===== src/rtl/sbqm_pkg.sv =====
// Shared constants and the sensor FSM state type for the SBqM queue counter.
package sbqm_pkg;

    localparam int N_DEF      = 3;
    localparam int TW         = 2;
    localparam int ADDR_W_DEF = N_DEF + TW;
    localparam int SYNC_DEPTH = 2;

    typedef enum logic [1:0] {
        IDLE    = 2'd0,
        DEB_ON  = 2'd1,
        BLOCKED = 2'd2,
        DEB_OFF = 2'd3
    } sns_state_e;

endpackage


===== src/rtl/sensor_fsm.sv =====
// One photocell channel: 2-flop synchroniser, debounce FSM and a one-cycle
// registered evt pulse per complete blocked-then-cleared beam cycle.
module sensor_fsm
    import sbqm_pkg::*;
#(
    parameter int DEB_CYC = 2
) (
    input  logic clk,
    input  logic rst,
    input  logic sns,
    output logic evt
);

    localparam logic [3:0] LAST = 4'(DEB_CYC - 1);

    logic [SYNC_DEPTH-1:0] sync;
    logic                  s;
    sns_state_e            state, state_d;
    logic [3:0]            cnt, cnt_d;
    logic                  evt_d;

    assign s = sync[SYNC_DEPTH-1];

    always_ff @(posedge clk or posedge rst) begin
        if (rst) begin
            sync  <= '0;
            state <= IDLE;
            cnt   <= '0;
            evt   <= 1'b0;
        end else begin
            sync  <= {sync[SYNC_DEPTH-2:0], sns};
            state <= state_d;
            cnt   <= cnt_d;
            evt   <= evt_d;
        end
    end

    // With DEB_CYC=1 the debounce states are skipped entirely
    always_comb begin
        state_d = state;
        cnt_d   = cnt;
        evt_d   = 1'b0;
        case (state)
            IDLE: begin
                if (s) begin
                    if (DEB_CYC == 1) begin
                        state_d = BLOCKED;
                    end else begin
                        state_d = DEB_ON;
                        cnt_d   = 4'd1;
                    end
                end
            end
            DEB_ON: begin
                if (!s)              state_d = IDLE;
                else if (cnt == LAST) state_d = BLOCKED;
                else                 cnt_d   = cnt + 4'd1;
            end
            BLOCKED: begin
                if (!s) begin
                    if (DEB_CYC == 1) begin
                        state_d = IDLE;
                        evt_d   = 1'b1;
                    end else begin
                        state_d = DEB_OFF;
                        cnt_d   = 4'd1;
                    end
                end
            end
            DEB_OFF: begin
                if (s) begin
                    state_d = BLOCKED;
                end else if (cnt == LAST) begin
                    state_d = IDLE;
                    evt_d   = 1'b1;
                end else begin
                    cnt_d = cnt + 4'd1;
                end
            end
            default: state_d = IDLE;
        endcase
    end

endmodule


===== src/rtl/queue_counter.sv =====
// SBqM queue occupancy counter feeding the wait-time ROM address.
// Optional sticky overflow/underflow flags are built when SBQM_ERR_EN is defined.
module queue_counter
    import sbqm_pkg::*;
#(
    parameter int N       = N_DEF,
    parameter int DEB_CYC = 2
) (
    input  logic            clk,
    input  logic            rst,
    input  logic            front_sns,
    input  logic            back_sns,
    input  logic [TW-1:0]   Tcount,
    input  logic            err_clr,
    output logic [N-1:0]    Pcount,
    output logic [TW-1:0]   Tcount_q,
    output logic [N+TW-1:0] Adress,
    output logic            full_flag,
    output logic            empty_flag,
    output logic            rej,
    output logic            err_ovf,
    output logic            err_unf
);

    localparam logic [N-1:0] ONE  = 1;
    localparam logic [N-1:0] PMAX = '1;

    logic in_evt, out_evt;
    logic ovf_set, unf_set;

    sensor_fsm #(.DEB_CYC(DEB_CYC)) u_front (
        .clk (clk),
        .rst (rst),
        .sns (front_sns),
        .evt (in_evt)
    );

    sensor_fsm #(.DEB_CYC(DEB_CYC)) u_back (
        .clk (clk),
        .rst (rst),
        .sns (back_sns),
        .evt (out_evt)
    );

    assign full_flag  = (Pcount == PMAX);
    assign empty_flag = (Pcount == '0);
    assign Adress     = {Pcount, Tcount_q};

    // Simultaneous entry and exit cancel, so neither error condition applies
    assign ovf_set = in_evt & ~out_evt & full_flag;
    assign unf_set = out_evt & ~in_evt & empty_flag;

    always_ff @(posedge clk or posedge rst) begin
        if (rst) begin
            Pcount   <= '0;
            Tcount_q <= '0;
            rej      <= 1'b0;
        end else begin
            Tcount_q <= Tcount;
            rej      <= ovf_set;
            if (in_evt && !out_evt && !full_flag)
                Pcount <= Pcount + ONE;
            else if (out_evt && !in_evt && !empty_flag)
                Pcount <= Pcount - ONE;
        end
    end

`ifdef SBQM_ERR_EN
    // A new error in the same cycle as err_clr must not be lost
    always_ff @(posedge clk or posedge rst) begin
        if (rst) begin
            err_ovf <= 1'b0;
            err_unf <= 1'b0;
        end else begin
            err_ovf <= ovf_set | (err_ovf & ~err_clr);
            err_unf <= unf_set | (err_unf & ~err_clr);
        end
    end
`else
    logic unused_err;
    assign unused_err = err_clr ^ ovf_set ^ unf_set;
    assign err_ovf    = 1'b0;
    assign err_unf    = 1'b0;
`endif

endmodule


===== config.mk =====
export PLATFORM = sky130hd
export DESIGN_NAME = queue_counter
export DESIGN_NICKNAME = d
export VERILOG_FILES = /design/src/rtl/sbqm_pkg.sv /design/src/rtl/sensor_fsm.sv /design/src/rtl/queue_counter.sv
export SDC_FILE = /design/constraint.sdc
export NUM_CORES = 1
export LEC_CHECK = 0
export CAP_MARGIN = 5
export CORE_UTILIZATION = 36
export DETAILED_ROUTE_END_ITERATION = 8
export SETUP_SLACK_MARGIN = 0.1
export SYNTH_ARGS = -nofsm -noshare
export SYNTH_HDL_FRONTEND = slang
export SYNTH_HIERARCHICAL = 1
export SYNTH_SLANG_ARGS = --single-unit

===== constraint.sdc =====
create_clock -name clk -period 2.6 [get_ports clk]
set_clock_uncertainty 0.05 [all_clocks]
set_input_delay 0.26 -clock clk [delete_from_list [all_inputs] [get_ports clk]]
set_output_delay 0.26 -clock clk [all_outputs]
set_load 0.01 [all_outputs]

# Word level (Yosys, flattened, before mapping)
# Index checks and enable logic that the tools add are counted.
# totals
out_inout_bits	15
in_bits	7
memories	0
mem_bits_ro	0
latch_bits	0
word_cells	89
ff_bits	24
ram_bits	0
# classes
add_sub_neg	4
n_div	0
bitwise_logic	3
mul	0
mux	34
reduce_logical	16
order_cmp	0
eq_ne	21
shift	0
# op_table
op	count
$mux 4	10
$pmux 4 s4	2
$mux 2	12
$pmux 2 s4	2
$reduce_and 4->1	4
$add 4x1->4 const B	2
$eq 2x2->1 const B	4
$eq 4x1->1 const B	2
$ne 2x1->1 const B	4
$ne 2x2->1 const B	4
$mux 1	6
$mux 3	2
$ne 3x1->1 const B	2
$ne 3x3->1 const B	2
$eq 2x1->1 const B	2
$logic_and 1x1->1	4
$logic_not 1->1	4
$logic_not 2->1	2
$add 3x1->3 const B	1
$eq 3x3->1 const B	1
$logic_not 3->1	1
$sub 3x1->3 const B	1
$and 1x1->1	2
$reduce_bool 2->1	1
$not 1->1	1

# Longest topological paths before layout
# logic_depth
word_depth	5
mapped_depth	7
depth_no_buf	6

# Modules after synthesis
# Netlist, hierarchy kept.
# modules_own_cells
module	n_inst	cells_each	area_each_um2	seq_area_each_um2
sensor_fsm	2	36	407.9	225.2
queue_counter	1	46	431.7	150.1

# Worst setup path before layout
# No wires, ideal clock.
# synth_path
path_type	register -> register
startpoint	register Pcount[0]
endpoint	register Pcount[1]
setup_slack_ns	0.619
stages_incl_launch_ff	7
period_less_slack_ns	1.981
required_ns	2.430
setup_ns	0.120
n_path_buf	1
arrival_ns	1.811
path_cell_list	dfrtp_1 clkbuf_1 nand3_1 nand2_1 fa_1 o32a_1 o211a_1
# synth_via
elab_chain_cells	4
elab_cells_between_ends	11
cone_classes	2 x add/sub; 1 x eq/ne; 2 x mux; 6 x reduce/logical
# synth_rtl
item	line	rtl
start, declared	queue_counter.sv:15	output logic [N-1:0] Pcount,
start signal, assigned	queue_counter.sv:62	Pcount <= Pcount + ONE;
start signal, assigned	queue_counter.sv:64	Pcount <= Pcount - ONE;
parallel branches: the longest is 4 deep, another holds $sub 3x1->3	n/a	
# Several ways; the timed one is not identified. The select of a mux whose other input is x is not followed.
# A chain may end at the register's enable or synchronous reset.

# Final worst setup path
# layout_path
startpoint	register Pcount[0]
endpoint	output full_flag
# layout_via
elab_chain_cells	1
# layout_rtl
item	line	rtl
$eq 3x3->1	queue_counter.sv:45	assign full_flag = (Pcount == PMAX);
end, declared	queue_counter.sv:18	output logic full_flag,
# No other way between the ends.

==> results.json <==
{
  "dieArea_mm2": 0.00370,
  "grt_pass1_wl_um": 3220,
  "r2r-start": "Pcount[0]",
  "port_buffers": 18,
  "syn-cell-area_mm2": 0.00125,
  "worstMarginPinSlew_ns": 0.601,
  "grt_max_degree": 15,
  "pin_count": 22,
  "powerDensity_mw_per_mm2": 1040,
  "drv_slew": 0,
  "placed_cell_area_mm2": 0.00141,
  "cp-start-kind": "flop",
  "post_cts_buffers": 0,
  "end_kind": "output pin",
  "wl_per_cell_um": 11.3,
  "regToRegSetupSlack_ns": 0.60,
  "maxCapViolCount": 0,
  "setup_tns_ns": 0,
  "hp-class": "input pin to async pin",
  "cts-hold-fix-buffers": 0,
  "clk_path_buf_depth": 2,
  "synth_top_area_share_pct": 48.1,
  "r2r_end": "Pcount[1]",
  "clkSinkCount": 24,
  "die_w_um": 60.9,
  "cts_made_buffers": 3,
  "drt-initial-drc-count": 30,
  "rows": 21,
  "syn_area_per_cell_um2": 10.6,
  "grt_use_total_pct": 11.9,
  "grt-ovfl-total": 0,
  "ctsResizeCount": 0,
  "diodes": 0,
  "htree_levels": 1,
  "drc_errors": 0,
  "critPathKind": "flop to output pin",
  "outcome": "complete, no violations",
  "stdcell_area_mm2": 0.00147,
  "setup_viol": 0,
  "yosysMostFrequentCell": "dfrtp_1",
  "hold_viol": 0,
  "grt_setup_unrepaired": "false",
  "clockRootBuffer": "clkbuf_4",
  "antenna_found_initial": 0,
  "maxSlewHeadroom_pct": 59.6,
  "cts_tree": "yes",
  "start_util_pct": 37.4,
  "min_period_ns": 2.01,
  "arrival_ns": 1.70,
  "vdd.ir_drop.worst_v": 0.000418,
  "ys_top_cells_by_count": "24 x dfrtp_1, 9 x nand3_1, 8 x inv_1",
  "wl_um": 1970,
  "synth_cells": 118,
  "preCtsSetupSlack_ns": 0.624,
  "hpwl_um": 1510,
  "drive_gt1_share_pct": 5.43,
  "syn2layout_area_growth_pct": 17.5,
  "async_reset_ff_share_pct": 100,
  "synth_edf_count": 0,
  "synth_ff_type": "dfrtp_1",
  "ys_ff_latch": 24,
  "required_ns": 2.29,
  "utilization_pct": 43.9,
  "clk_latency_ns": 0.31,
  "fin_nets": 142,
  "core_mm2": 0.00334,
  "num_vias": 861,
  "synthTopCellsByArea": "dfrtp_1 48%, buf_4 4.2%, ha_1 4.0%",
  "cellLeakagePower_nw": 0.620,
  "die_h_um": 60.9,
  "yosysSeqAreaShare_pct": 48.1,
  "max_clock_freq_mhz": 497,
  "setup_ws_ns": 0.588,
  "cp_max_fo": 11,
  "clk_pin_slew_worst_paths_ns": 0.13,
  "via_per_inst": 4.92,
  "yosysUniqueCellTypes": 32,
  "reg2reg_depth": 5,
  "min_period_over_period_pct": 77.4,
  "synth_area_leader_cell": "dfrtp_1",
  "hold_ws_ns": 0.171,
  "ys.warnings.count": 6,
  "grt_pass1_vias": 769,
  "drt-pass1-iter-count": 4,
  "ant_nets": 0,
  "gp_congestion": 0.759
}
## power by group
| group | leakage, nW | total [mW] | internal, mW | switching (mW) |
|---|---|---|---|---|
| clock network | 0.0279 | 0.265 | 0.156 | 0.109 |
| logic | 0.294 | 0.629 | 0.354 | 0.275 |
| registers | 0.298 | 0.633 | 0.466 | 0.167 |
| total | 0.620 | 1.53 | 0.976 | 0.551 |
## flip-flops by register name, indices dropped and copies added (netlist names), named ones only
signal	count
Tcount_q	2
u_back/cnt	4
u_front/sync	2
Pcount	3
rej	1
u_front/cnt	4
u_front/evt	1
u_back/sync	2
u_back/state	1
u_front/state	1
u_back/evt	1
## worst max-delay path by stage
stage | to | cells after the start | startpoint
floorplan | Pcount[1] | 6 | Pcount[0]
global placement | Pcount[1] | 5 | Pcount[1]
detailed placement | Pcount[1] | 5 | Pcount[1]
CTS | full_flag | 3 | Pcount[0]
global route | full_flag | 3 | Pcount[1]
finish | full_flag | 3 | Pcount[0]
## cells by family after synthesis
kind of cell,share of synthesized area (%)
and+or+nand+nor,20.2
xor gates and xnor gates,1.40
buffers and inverters,8.53
other,0.301
AOI/OAI and AO/OA,13.2
DFF,48.1
muxes,2.61
adders and majority gates,5.62
## critical path, stage by stage (launching register included)
cell             delay, ns
dfrtp_1               0.60
nand3_1               0.19
inv_1                 0.09
clkdlybuf4s50_1       0.53
## placed cells by master, fill, tap and decap left out, types with 4 or more instances in the layout
| cell | count |
|---|---|
| dfrtp_1 | 24 |
| nand2_1 | 6 |
| o21ai_0 | 5 |
| nor3b_1 | 6 |
| ha_1 | 4 |
| inv_1 | 8 |
| a21oi_1 | 6 |
| or4b_1 | 4 |
| nand2b_1 | 4 |
| nand3_1 | 9 |
| clkdlybuf4s50_1 | 18 |
## area by class of cell
class,instances,area [um2]
inverter,8,30.0
clock buffer,3,22.5
sequential,24,601
multi-input combinational,75,544
clock inverter,1,30.0
fill,332,1870
tap,46,57.6
timing repair buffer,18,180
## stage by stage
stage	power, mW	std cells
2_1_floorplan	1.11	119
3_3_place_gp	1.24	171
3_5_place_dp	1.27	171
4_1_cts	1.55	175
5_1_grt	1.65	175
6_report	1.53	175
## routing by layer
layer / up-vias / global-route usage, % / wire length [um]
met5: - / 0 / 0
met4: 0 / 7.14 / 18
met3: 2 / 2.56 / 60
met2: 17 / 19.9 / 963
met1: 413 / 14.1 / 929
li1: 429 / - / -
Power figures use the tool's default switching activity.
